### config.mk
export PLATFORM = sky130hd
export DESIGN_NAME = vmem_writer
export DESIGN_NICKNAME = d
export VERILOG_FILES = /design/src/rtl/vmem_writer.sv
export SDC_FILE = /design/constraint.sdc
export NUM_CORES = 1
export LEC_CHECK = 0
export CORE_MARGIN = 2
export CORE_UTILIZATION = 35
export DETAILED_ROUTE_END_ITERATION = 7
export GPL_TIMING_DRIVEN = 1
export MAX_ROUTING_LAYER = met4
export PLACE_DENSITY_LB_ADDON = 0.2
export SYNTH_ARGS = -nofsm -noshare
export SYNTH_HDL_FRONTEND = slang
export SYNTH_SLANG_ARGS = --single-unit
export TNS_END_PERCENT = 20
### constraint.sdc
create_clock -name clk -period 2.3 [get_ports clk]
set_clock_uncertainty 0.15 [all_clocks]
set_input_delay 0.46 -clock clk [delete_from_list [all_inputs] [get_ports clk]]
set_output_delay 0.46 -clock clk [all_outputs]
set_load 0.01 [all_outputs]
### src/rtl/vmem_writer.sv
// Captures one raster frame from a valid/ready pixel stream into a frame buffer.
// The write port is registered: each accepted pixel appears on wr_* one cycle later.
module vmem_writer #(
    parameter int H_ACTIVE = 640,
    parameter int V_ACTIVE = 480
) (
    input  logic        clk,
    input  logic        resetn,
    input  logic        start,
    input  logic        abort,
    input  logic        pix_valid,
    input  logic        pix_sof,
    input  logic [23:0] pix_data,
    output logic        pix_ready,
    output logic        wr_en,
    output logic [18:0] wr_addr,
    output logic [23:0] wr_data,
    output logic        busy,
    output logic        frame_done,
    output logic        err_sync
);

    typedef enum logic [1:0] {IDLE, WAIT_SOF, WRITE, DONE} state_t;

    localparam logic [9:0] X_LAST = 10'(H_ACTIVE - 1);
    localparam logic [8:0] Y_LAST = 9'(V_ACTIVE - 1);

    // Reset asserts asynchronously but is released only on clock edges.
    logic [1:0] rst_sync_q, rst_sync_d;
    logic       rst_n;

    always_comb rst_sync_d = {rst_sync_q[0], 1'b1};

    always_ff @(posedge clk or negedge resetn) begin
        if (!resetn) rst_sync_q <= '0;
        else         rst_sync_q <= rst_sync_d;
    end

    assign rst_n = rst_sync_q[1];

    state_t      state_q, state_d;
    logic [9:0]  x_q, x_d;
    logic [8:0]  y_q, y_d;
    logic        pix_ready_q, pix_ready_d;
    logic        wr_en_q, wr_en_d;
    logic [18:0] wr_addr_q, wr_addr_d;
    logic [23:0] wr_data_q, wr_data_d;
    logic        busy_q, busy_d;
    logic        frame_done_q, frame_done_d;
    logic        err_sync_q, err_sync_d;

    logic        accept;
    logic [9:0]  wx;
    logic [8:0]  wy;
    logic        last_pix;

    always_comb begin
        state_d      = state_q;
        x_d          = x_q;
        y_d          = y_q;
        wr_en_d      = 1'b0;
        wr_addr_d    = wr_addr_q;
        wr_data_d    = wr_data_q;
        err_sync_d   = err_sync_q;
        frame_done_d = 1'b0;

        // abort wins over acceptance, so a pixel offered alongside it is dropped
        accept   = pix_valid && pix_ready_q && !abort;
        // a start-of-frame pixel always lands at the origin
        wx       = pix_sof ? 10'd0 : x_q;
        wy       = pix_sof ? 9'd0  : y_q;
        last_pix = (wx == X_LAST) && (wy == Y_LAST);

        if (abort) begin
            state_d = IDLE;
        end else begin
            case (state_q)
                IDLE: begin
                    if (start) begin
                        state_d    = WAIT_SOF;
                        err_sync_d = 1'b0;
                        x_d        = '0;
                        y_d        = '0;
                    end
                end
                WAIT_SOF, WRITE: begin
                    if (accept && (pix_sof || state_q == WRITE)) begin
                        wr_en_d   = 1'b1;
                        wr_addr_d = {wx, wy};
                        wr_data_d = pix_data;
                        if (state_q == WRITE && pix_sof) err_sync_d = 1'b1;
                        if (last_pix) begin
                            state_d = DONE;
                        end else begin
                            state_d = WRITE;
                            if (wx == X_LAST) begin
                                x_d = '0;
                                y_d = wy + 9'd1;
                            end else begin
                                x_d = wx + 10'd1;
                                y_d = wy;
                            end
                        end
                    end
                end
                DONE: begin
                    state_d      = IDLE;
                    frame_done_d = 1'b1;
                end
                default: state_d = IDLE;
            endcase
        end

        pix_ready_d = (state_d == WAIT_SOF) || (state_d == WRITE);
        busy_d      = pix_ready_d;
    end

    always_ff @(posedge clk or negedge rst_n) begin
        if (!rst_n) begin
            state_q      <= IDLE;
            x_q          <= '0;
            y_q          <= '0;
            pix_ready_q  <= 1'b0;
            wr_en_q      <= 1'b0;
            wr_addr_q    <= '0;
            wr_data_q    <= '0;
            busy_q       <= 1'b0;
            frame_done_q <= 1'b0;
            err_sync_q   <= 1'b0;
        end else begin
            state_q      <= state_d;
            x_q          <= x_d;
            y_q          <= y_d;
            pix_ready_q  <= pix_ready_d;
            wr_en_q      <= wr_en_d;
            wr_addr_q    <= wr_addr_d;
            wr_data_q    <= wr_data_d;
            busy_q       <= busy_d;
            frame_done_q <= frame_done_d;
            err_sync_q   <= err_sync_d;
        end
    end

    assign pix_ready  = pix_ready_q;
    assign wr_en      = wr_en_q;
    assign wr_addr    = wr_addr_q;
    assign wr_data    = wr_data_q;
    assign busy       = busy_q;
    assign frame_done = frame_done_q;
    assign err_sync   = err_sync_q;

endmodule

==> key figures <==
Outcome
  – Run status: complete, no violations

Worst setup path
  – Max FO, Critical Path: 4
  – CP Launch Point: y_q[0]$_DFFE_PN0P_
  – Reg2reg start: y_q[0]$_DFFE_PN0P_
  – R2R setup slack: 0.09 ns
  – Worst setup SP type: register
  – CP arrival: 2.29 ns
  – Setup Crit Path Kind: register to register
  – Worst Path Required: 2.39 ns
  – Element type at the critical path end: register

Timing
  – Highest Clock Rate: 452.9 MHz
  – Worst setup margin: 0.09192 ns
  – Final Max Slew Viols: 0
  – Period utilisation layout: 96.00%
  – Slew HR: a little over three fifths
  – Final Setup Violations: 0
  – Hold Fails Final Rpt: 0
  – Final min period: 2.208 ns
  – Min Hold Slack: ~0.11 ns
  – Slew @ Worst Pin: ~0.55 ns

Floorplanning
  – Die width: 101.0 µm
  – Core area: 9196 µm²
  – Initial Utilization: ~36%
  – FP Rows: 35
  – Die height: 101.0 µm
  – IO Pins: 78
  – Die area: 10210 µm²

Placed design
  – GPL Wtd Cong: 0.8777
  – DP HPWL: around 5.7 mm
  – Port bufs: between 70 and 80
  – DP Cell Count: 552
  – Pre-CTS setup slack: -0.5909 ns

Layout
  – Final std cells w/o fill: approximately 570
  – Synth-to-layout area growth: 44.61%
  – Final-layout fill cell count: approximately 860
  – Most common cell after layout, fill and taps aside: nand2_1
  – Nets: 494
  – ANT cells: 0
  – Most frequent cells in the layout: nand2_1 (98), clkdlybuf4s50_1 (76), dfrtp_1 (69)
  – Final Util: 51.82%
  – Share of layout cells above drive strength 1: 19.31%

Clock tree
  – CTS tree: done
  – Clk buf depth: 2
  – Sinks on the clock net: 70
  – H-tree depth: 3
  – Worst skew pair latency: around 0.35 ns
  – Clock Pin Slew Worst Setup and Hold Paths: 0.08 ns
  – Clock Tree Root: clkbuf_8
  – Hold Buf Count CTS: 0
  – Total CTS buffers: 9

Global route
  – Largest net degree at the start of global routing: 45
  – Initial antenna violation count: 0
  – Gr usage total: 16.41%
  – Vias in the first global route: 2601
  – GRT overflow: 0
  – First-pass GRT wire length: 12.72 mm

Hold path
  – Hold/Removal Path Class: register to async pin

Route
  – Final wirelength: 7.888 mm
  – DRC viols: 0
  – Remaining antenna violation count: 0
  – First-pass DRT Iterations: 4
  – Routed wire per std cell: around 14 µm
  – Vias per cell: 4.846
  – DR iter-0 viols: slightly above 80
  – Via count: 2772

Logic synthesis
  – Cell variety after synth: between 50 and 60
  – Post-synthesis mux area share: 1.367%
  – YS warnings: 0
  – Seq cells post-synth: 70
  – Main synth FF type: dfrtp_1
  – FFs w/ async S/R, synth: 100.0%
  – Syn Inst Count: 349
  – Largest family of logic cells by synthesized area: simple AND/OR/NAND/NOR gates
  – Syn nets: 387
  – Synth Area in Compound Gates: around 14%
  – Synth Area in XOR/XNOR: 0.5315%
  – Post-Synth Simple-Gate Area: 24.41%
  – Post-synthesis sequential area ratio: 53.15%
  – Post-synth EDFFs: 0
  – Mapped Area: 3296 µm²
  – Adder-cell share of the synthesized area: 3.037%
  – Mean post-synth cell area: 9.443 µm²

Power
  – Worst IR drop on VDD: 0.0002353 V
  – PD cells: 612.3 nW/µm²
  – LEAKAGE: 2.134 nW

Flow run
  – Max_cap viols: 0
## report_power, final
part	internal [W]	switching [W]	total (W)
sequential	0.00132	0.0000570	0.00138
clock	0.000533	0.000474	0.00101
combinational	0.000305	0.000227	0.000532
total	0.00216	0.000757	0.00292
## worst max-delay path, stage by stage, from the launching register on
cell and delay [ns]:
dfrtp_1 0.38, nor2b_4 0.16, ha_2 0.19, nand3_2 0.09, or4_4 0.60, nor2_4 0.13
o22ai_1 0.09, mux2_1 0.32
## final cells by class
cell class              instances  area, µm²  area share (%)
inverters                       9      33.78          0.7088
well taps                     111      138.9           2.914
repair buffers                114       1089           22.84
clock buffers                  11      141.4           2.967
clock inverters                 5      57.56           1.208
multi-input cells             252       1553           32.58
flip-flops and latches         70       1753           36.78
## cells by family after synthesis
kind of cell / Yosys count
adders and majority gates: 8
other: 1
xor gates and xnor gates: 2
buffers and inverters: 27
and+or+nand+nor: 171
AOI/OAI and AO/OA: 66
muxes: 4
DFF: 70
## stage by stage
| stage | TNS, ns | total power, W | instance area (µm²) |
|---|---|---|---|
| 2_1_floorplan | 0 | 0.001603 | 3312 |
| 3_3_place_gp | -10.22 | 0.001906 | 4429 |
| 3_5_place_dp | -11.96 | 0.001917 | 4429 |
| 4_1_cts | 0 | 0.002928 | 4638 |
| 5_1_grt | -0.01319 | 0.003071 | 4766 |
| 6_report | 0 | 0.002918 | 4766 |
## worst paths after layout
check	cells past startpoint	endpoint
min in group clk	0	rst_sync_q[1]$_DFF_PN0_
worst min register to register	0	wr_data[5]$_DFFE_PN0P_
worst max register to register	7	busy$_DFF_PN0_
max in group asynchronous	1	y_q[5]$_DFFE_PN0P_
worst max-delay path	7	busy$_DFF_PN0_
worst min-delay path	0	wr_data[5]$_DFFE_PN0P_
## cell usage after synthesis, drive strengths merged, types with 3 or more instances
cell	number	area share, %
nand2	100	11
dfrtp	70	53
o21ai	35	5.7
nand2b	16	3.0
nor2	13	1.5
buf	9	1.4
clkbuf	9	1.0
inv	9	1.0
ha	8	3.0
nor2b	8	1.5
nand3	7	1.1
a21oi	6	0.91
nor3	6	1.2
nand3b	5	1.1
o31ai	5	1.4
a22o	4	1.1
mux2	4	1.4
a32o	3	0.91
## flip-flops by register name, indices dropped and copies added (netlist names)
name,cells
frame_done,1
wr_addr,19
rst_sync_q,2
state_q,2
err_sync,1
x_q,10
wr_en,1
busy,1
wr_data,24
y_q,9
## layer usage
| metal | share of wire [%] | global-route usage [%] | wire length [µm] |
|---|---|---|---|
| met1 | 48 | 22.15 | 3807 |
| met2 | 45 | 23.33 | 3530 |
| met3 | 5.1 | 5.201 | 403 |
| met4 | 1.9 | 5.717 | 146 |
| met5 | 0 | - | 0 |
## what timing repair did
| item | CTS | global route |
|---|---|---|
| setup endpoints to repair | 20 | 17 |
| pin swaps | 0 | 4 |
| resized for setup | 4 | 23 |
| buffers inserted | 0 | 4 |
Power figures use the tool's default switching activity.
